[src/rtl/alu_issue_stage.sv]
// -----------------------------------------------------------------------------
// alu_issue_stage
// Issue stage in front of the 64-bit ALU. Each cycle it can accept one decoded
// instruction. It generates the 4-bit ALU control code and selects operand B
// from either rs2 or the immediate. The result is held in a main register
// backed by a skid entry, and the main register drives the ALU inputs.
//
// Ports
//   clk, reset            clock, asynchronous active-high reset
//   in_valid / in_ready   upstream handshake (in_ready registered)
//   alu_op, funct3,
//   funct7_5, alu_src     decode fields
//   rs1_data, rs2_data,
//   imm, rd               operands and destination index
//   flush                 drop every buffered entry at the next edge
//   out_valid / out_ready downstream handshake
//   alu_a, alu_b,
//   alu_control, out_rd,
//   illegal               main-entry payload presented to the ALU
// -----------------------------------------------------------------------------
module alu_issue_stage #(
    parameter int unsigned WIDTH = 64,
    parameter int unsigned RD_W  = 5
) (
    input  logic             clk,
    input  logic             reset,
    input  logic             in_valid,
    output logic             in_ready,
    input  logic [1:0]       alu_op,
    input  logic [2:0]       funct3,
    input  logic             funct7_5,
    input  logic             alu_src,
    input  logic [WIDTH-1:0] rs1_data,
    input  logic [WIDTH-1:0] rs2_data,
    input  logic [WIDTH-1:0] imm,
    input  logic [RD_W-1:0]  rd,
    input  logic             flush,
    output logic             out_valid,
    input  logic             out_ready,
    output logic [WIDTH-1:0] alu_a,
    output logic [WIDTH-1:0] alu_b,
    output logic [3:0]       alu_control,
    output logic [RD_W-1:0]  out_rd,
    output logic             illegal
);

    localparam logic [3:0] CTRL_AND = 4'b0000;
    localparam logic [3:0] CTRL_OR  = 4'b0001;
    localparam logic [3:0] CTRL_ADD = 4'b0010;
    localparam logic [3:0] CTRL_SUB = 4'b0110;

    typedef struct packed {
        logic [WIDTH-1:0] a;
        logic [WIDTH-1:0] b;
        logic [3:0]       ctrl;
        logic [RD_W-1:0]  rd;
        logic             illegal;
    } entry_t;

    typedef enum logic [1:0] {
        EMPTY = 2'd0,
        ONE   = 2'd1,
        FULL  = 2'd2
    } state_t;

    state_t state;
    entry_t main_q;
    entry_t skid_q;
    entry_t new_entry;
    logic   accept;
    logic   consume;

    // Decode the incoming fields into the entry that would be captured this cycle.
    always_comb begin
        new_entry         = '0;
        new_entry.a       = rs1_data;
        new_entry.b       = alu_src ? imm : rs2_data;
        new_entry.rd      = rd;
        new_entry.ctrl    = CTRL_ADD;
        new_entry.illegal = 1'b0;
        case (alu_op)
            2'b00: new_entry.ctrl = CTRL_ADD;
            2'b01: new_entry.ctrl = CTRL_SUB;
            2'b10: begin
                case (funct3)
                    3'b000:  new_entry.ctrl = funct7_5 ? CTRL_SUB : CTRL_ADD;
                    3'b111:  new_entry.ctrl = CTRL_AND;
                    3'b110:  new_entry.ctrl = CTRL_OR;
                    default: new_entry.illegal = 1'b1;
                endcase
            end
            default: begin
                case (funct3)
                    3'b000:  new_entry.ctrl = CTRL_ADD;
                    3'b111:  new_entry.ctrl = CTRL_AND;
                    3'b110:  new_entry.ctrl = CTRL_OR;
                    default: new_entry.illegal = 1'b1;
                endcase
            end
        endcase
    end

    assign accept  = in_valid && in_ready;
    assign consume = out_valid && out_ready;

    // Occupancy FSM with main/skid storage; flush overrides any transfer this cycle.
    always_ff @(posedge clk or posedge reset) begin
        if (reset) begin
            state     <= EMPTY;
            main_q    <= '0;
            skid_q    <= '0;
            out_valid <= 1'b0;
            in_ready  <= 1'b1;
        end else if (flush) begin
            state     <= EMPTY;
            out_valid <= 1'b0;
            in_ready  <= 1'b1;
        end else begin
            case (state)
                EMPTY: begin
                    if (accept) begin
                        main_q    <= new_entry;
                        state     <= ONE;
                        out_valid <= 1'b1;
                    end
                end
                ONE: begin
                    if (accept && consume) begin
                        main_q <= new_entry;
                    end else if (accept) begin
                        skid_q   <= new_entry;
                        state    <= FULL;
                        in_ready <= 1'b0;
                    end else if (consume) begin
                        state     <= EMPTY;
                        out_valid <= 1'b0;
                    end
                end
                FULL: begin
                    // in_ready is low here, so only the drain side can move.
                    if (consume) begin
                        main_q   <= skid_q;
                        state    <= ONE;
                        in_ready <= 1'b1;
                    end
                end
                default: begin
                    state     <= EMPTY;
                    out_valid <= 1'b0;
                    in_ready  <= 1'b1;
                end
            endcase
        end
    end

    assign alu_a       = main_q.a;
    assign alu_b       = main_q.b;
    assign alu_control = main_q.ctrl;
    assign out_rd      = main_q.rd;
    assign illegal     = main_q.illegal;

endmodule

[config.mk]
export PLATFORM = sky130hd
export DESIGN_NAME = alu_issue_stage
export DESIGN_NICKNAME = d
export VERILOG_FILES = /design/src/rtl/alu_issue_stage.sv
export SDC_FILE = /design/constraint.sdc
export NUM_CORES = 1
export LEC_CHECK = 0
export ABC_CLOCK_PERIOD_IN_PS = 20800
export CAP_MARGIN = 40
export CELL_PAD_IN_SITES_DETAIL_PLACEMENT = 0
export CELL_PAD_IN_SITES_GLOBAL_PLACEMENT = 1
export CORE_MARGIN = 3
export CORE_UTILIZATION = 41
export DETAILED_ROUTE_END_ITERATION = 8
export PLACE_DENSITY_LB_ADDON = 0.1
export SYNTH_ARGS = -nofsm -noshare
export SYNTH_HDL_FRONTEND = slang
export SYNTH_SLANG_ARGS = --single-unit
[constraint.sdc]
create_clock -name clk -period 20.8 [get_ports clk]
set_input_delay 4.16 -clock clk [delete_from_list [all_inputs] [get_ports clk]]
set_output_delay 4.16 -clock clk [all_outputs]
set_load 0.01 [all_outputs]
== Word-level counts from Yosys, hierarchy flattened ==
Index checks and enable logic that the tools add are counted.
Widths: inputs -> output; s select.

* Register bits after elaboration: 280
* Bits of input ports: 209
* Output and inout bits: 140

* Eq/ne operators: 18
* Mux-type cells: 29
* Bitwise logic cells: 2
* Reduce and logical (&&, ||, !) cells: 14

{| class="wikitable"
|+ Operators by type and width
! operator !! count
|-
| $mux 138 || 3
|-
| $pmux 138 s3 || 1
|-
| $mux 64 || 1
|-
| $ne 3x3->1 const B || 6
|-
| $pmux 3 s3 || 2
|-
| $mux 2 || 6
|-
| $reduce_and 4->1 || 3
|-
| $mux 1 || 11
|-
| $ne 2x2->1 const B || 5
|-
| $reduce_and 5->1 || 2
|-
| $eq 3x3->1 const B || 2
|-
| $pmux 1 s3 || 2
|-
| $pmux 2 s3 || 1
|-
| $eq 2x1->1 const B || 2
|-
| $eq 2x2->1 const B || 2
|-
| $logic_not 2->1 || 2
|-
| $ne 4x4->1 const B || 1
|-
| $pmux 2 s2 || 1
|-
| $logic_and 1x1->1 || 3
|-
| $logic_not 3->1 || 1
|-
| $mux 3 || 1
|-
| $reduce_bool 3->1 || 1
|-
| $reduce_or 3->1 || 1
|-
| $not 1->1 || 2
|-
| $reduce_or 2->1 || 1
|}

== Longest topological paths before layout ==
* Depth in word-level cells: 6
* Gate-level depth with buffers: 9

== Worst setup path before layout ==
Ideal clock, no wire load.

* Path type: input-to-reg
* Start point: in out_ready
* End point: reg main_q (netlist bit alu_a[0])
* Arrival time: 5297 ps
* Required time: 20675 ps
* Slack: 15378 ps
* Stages: 6
* Path buffers: 2
* Path through: and2_1 > a32oi_4 > a21oi_4 > buf_12 > buf_12 > mux2_4

* Cells in the longest elaborated chain, start to end: 4

{| class="wikitable"
|+ Ends and longest elaborated chain
! what !! line !! RTL
|-
| start, declared || 39 || <nowiki>input logic out_ready,</nowiki>
|-
| $logic_and 1x1->1 * || 104 || <nowiki>assign consume = out_valid && out_ready;</nowiki>
|-
| $logic_and 1x1->1 || 128 || <nowiki>if (accept && consume) begin</nowiki>
|-
| $ne 2x2->1 (no line) || - ||
|-
| $reduce_and 5->1 (no line) * || - ||
|-
| end signal, assigned || 122 || <nowiki>main_q <= new_entry;</nowiki>
|-
| end signal, assigned || 129 || <nowiki>main_q <= new_entry;</nowiki>
|-
| end signal, assigned || 142 || <nowiki>main_q <= skid_q;</nowiki>
|-
| end, declared || 67 || <nowiki>entry_t main_q;</nowiki>
|}

Every way passes the cells marked *; elsewhere a longest branch is shown, timed or not.
A chain may end at the register's enable or synchronous reset.

== Worst setup path after layout ==
* Start point: in in_valid
* End point: reg skid_q[12] (netlist name)

* Cells in the longest elaborated chain, start to end: 4

{| class="wikitable"
|+ Ends and longest elaborated chain
! what !! line !! RTL
|-
| start, declared || 27 || <nowiki>input logic in_valid,</nowiki>
|-
| $logic_and 1x1->1 * || 103 || <nowiki>assign accept = in_valid && in_ready;</nowiki>
|-
| $logic_and 1x1->1 || 128 ||
|-
| $not 1->1 (no line) || - ||
|-
| $reduce_and 4->1 (no line) * || - ||
|-
| end signal, assigned || 131 || <nowiki>skid_q <= new_entry;</nowiki>
|-
| end, declared || 68 || <nowiki>entry_t skid_q;</nowiki>
|}

Marked as above.

==> results.sh <==
export IMPL_status="finished, final reports clean"
export IMPL_finalInstanceArea_um2=17900
export IMPL_cts_path_max_buffers=3
export IMPL_r2r_cells=5
export IMPL_wirelength_um=32800
export IMPL_crit_arrival_ps=7180
export IMPL_nets=1668
export IMPL_worstPathRequired_ps=21150
export IMPL_cp_end_kind="flip-flop"
export IMPL_min_period_ps=6830
export IMPL_worstHoldStart="skid_q[8]"
export IMPL_vias=9183
export IMPL_drt_iter0_markers=471
export IMPL_timing_final_crit_share_pct=32.8
export IMPL_hold_depth=2
export IMPL_grtUsageTotal_pct=18.6
export IMPL_die_area_um2=34500
export IMPL_regArea_um2=6960
export IMPL_ys_types=33
export IMPL_critPathKind="primary input to flip-flop"
export IMPL_grt_pass1_wl_um=51100
export IMPL_cts_tree="yes"
export IMPL_pin_count=349
export IMPL_drtAntennaViolNets=0
export IMPL_grt_use_met1_pct=25.8
export IMPL_vdd_drop_max_mv=0.0791
export IMPL_multiInputGateArea_um2=5680
export IMPL_hpwlAfterDp_um=21000
export IMPL_ys_seq_area_share_pct=52.6
export IMPL_gp_congestion=0.701
export IMPL_clkSlewWorstSetupHoldPaths_ps=60
export IMPL_power_leakage_nw=8.06
export IMPL_grt_remaining_overflow=0
export IMPL_post_dp_cell_area_um2=16800
export IMPL_holdPathEnd="skid_q[8]"
export IMPL_slew_viol_final=0
export IMPL_ys_warn_count=0
export IMPL_grt_antenna_before_repair=5
export IMPL_dr_pass1_iters=6
export IMPL_port_buffers=347
export IMPL_start_util_pct=41.7
export IMPL_dp_cells=1825
export IMPL_netlist_instances=1141
export IMPL_num_rows=65
export IMPL_htreeDepth=2
export IMPL_viasPerCell=4.88
export IMPL_clockRootBuffer="clkbuf_16"
export IMPL_startpoint_type="primary input"
export IMPL_grtUsageMet2_pct=28.7
export IMPL_core_um2=31700
export IMPL_met3_usage_pct=5.65
export IMPL_area_growth_pct=35.1
export IMPL_syn_area_per_cell_um2=11.6
export IMPL_p_per_area_nw_per_um2=130
export IMPL_fmax_mhz=146
export IMPL_cts_resized=0
export IMPL_r2r_setup_slack_ps=17760
export IMPL_maxCapViolCount=0
export IMPL_relSlewSlack_pct=35.9
export IMPL_r2r_start="state[1]"
export IMPL_grt_busiest_layer="met2"
export IMPL_stdcell_count=1881
export IMPL_dieHeight_um=186
export IMPL_hp_class="flip-flop to flip-flop"
export IMPL_fin_tns_setup_ps=0
export IMPL_syn_nets=1350
export IMPL_clock_sinks=278
export IMPL_synthesis_area_um2=13200
export IMPL_cts_hold_buffers_added=0
export IMPL_postCtsSetupBuffers=0
export IMPL_clock_latency_ps=510
export IMPL_tightestPinTransition_ps=962
export IMPL_die_w_um=186
export IMPL_rr_endpoint="skid_q[12]"
export IMPL_fillers=2702
export IMPL_holdWs_ps=462
export IMPL_finalSetupViolations=0
export IMPL_grt_max_degree=206
export IMPL_cts_buffers=34
export IMPL_rsz0062_at_grt="false"
export IMPL_wl_per_cell_um=17.4
export IMPL_drive_gt1_share_pct=19.1
export IMPL_clock_skew_ps=16.3
export IMPL_grt_pass1_vias=9158
export IMPL_drc=0
export IMPL_ys_seq_elements=278
export IMPL_finalHoldViolations=0
export IMPL_p_total_mw=2.33
export IMPL_crit_fanout=86
power by group:
group | internal [mW] | total, mW | switching, mW
clock network | 0.348 | 0.579 | 0.232
registers | 0.803 | 0.949 | 0.146
logic | 0.500 | 0.804 | 0.304
area by class of cell:
class                      count  share of cell area, %
sequential                   278                   38.9
multi-input combinational    784                   31.8
timing repair buffer         359                   20.3
clock buffer                  46                   5.57
tap                          402                   2.81
clock inverter                 9                  0.532
inverter                       2                 0.0839
antenna                        1                 0.0140
worst max-delay path, stage by stage:
cell and delay (ps):
clkdlybuf4s50_1 510, and3b_2 320, nand4b_4 370, buf_4 700, buf_4 780, o21ai_0 220
cell usage after synthesis:
| master | n | area [um^2] |
|---|---|---|
| a21o_1 | 1 | 7.51 |
| a21oi_1 | 4 | 20.0 |
| a21oi_4 | 1 | 16.3 |
| a32oi_4 | 1 | 27.5 |
| and2_1 | 1 | 6.26 |
| and3b_2 | 1 | 10.0 |
| and4b_1 | 1 | 10.0 |
| buf_12 | 14 | 280 |
| buf_2 | 42 | 210 |
| buf_4 | 1 | 7.51 |
| buf_6 | 4 | 45.0 |
| clkbuf_1 | 16 | 60.1 |
| conb_1 | 1 | 3.75 |
| dfrtp_1 | 277 | 6930 |
| dfstp_2 | 1 | 26.3 |
| inv_1 | 2 | 7.51 |
| mux2_2 | 77 | 867 |
| mux2_4 | 130 | 1950 |
| mux2i_1 | 64 | 641 |
| nand2_1 | 349 | 1310 |
| nand2_2 | 1 | 6.26 |
| nand2b_1 | 1 | 6.26 |
| nand3_1 | 4 | 20.0 |
| nand3b_1 | 1 | 7.51 |
| nand4b_2 | 1 | 15.0 |
| nor2_1 | 2 | 7.51 |
| nor2b_1 | 1 | 6.26 |
| nor2b_4 | 1 | 13.8 |
| nor3_1 | 4 | 20.0 |
| o21ai_0 | 133 | 666 |
| o21bai_1 | 2 | 15.0 |
| o31a_1 | 1 | 8.76 |
| or3_1 | 1 | 6.26 |
placed cells by master (no fill, tap or decap), types with 3 or more instances in the layout:
cell | Yosys | final
clkbuf_16 | 0 | 34
buf_4 | 1 | 8
dfrtp_1 | 277 | 277
clkinv_2 | 0 | 3
inv_6 | 0 | 3
o21ai_0 | 133 | 133
nor3_1 | 4 | 4
mux2_2 | 77 | 77
clkdlybuf4s50_1 | 0 | 346
clkbuf_8 | 0 | 10
mux2i_1 | 64 | 64
buf_12 | 14 | 3
a21oi_1 | 4 | 4
nand3_1 | 4 | 4
nand2_1 | 349 | 349
mux2_4 | 130 | 130
per-stage QoR:
step	utilization (%)	worst slack, ps
2_1_floorplan	-	8980
3_5_place_dp	52.9	13410
5_1_grt	56.4	13670
6_report	56.4	13970
3_3_place_gp	52.7	13460
4_1_cts	56.4	13960
flip-flops by register name, indices dropped and copies added (netlist names):
name	cells
skid_q	137
alu_a	64
alu_b	64
out_rd	5
alu_control	3
state	2
illegal	1
in_ready	1
out_valid	1
how the worst max path moves through the flow:
stage	from	endpoint	slack (ps)	cells past startpoint
floorplan	reset	alu_a[0]	8980	1
global placement	in_valid	alu_a[38]	13460	7
detailed placement	in_valid	skid_q[12]	13410	6
CTS	in_valid	skid_q[12]	13960	6
global route	in_valid	skid_q[12]	13670	6
finish	in_valid	skid_q[12]	13970	6
metal layers:
layer / vias up / routed length (um)
li1: 4490 / -
met1: 4379 / 14900
met2: 253 / 14700
met3: 51 / 2650
met4: 10 / 567
met5: - / 47
kinds of logic (layout without fill, tap and decap cells):
| group | Yosys count | after routing | synth area share [%] |
|---|---|---|---|
| buffers and inverters | 79 | 416 | 4.61 |
| flip-flops | 278 | 278 | 52.6 |
| AND/OR/NAND/NOR | 369 | 369 | 10.9 |
| AO/OA/AOI/OAI | 143 | 143 | 5.75 |
| other | 1 | 2 | 0.0283 |
| multiplexers | 271 | 271 | 26.1 |
Power figures use the tool's default switching activity.
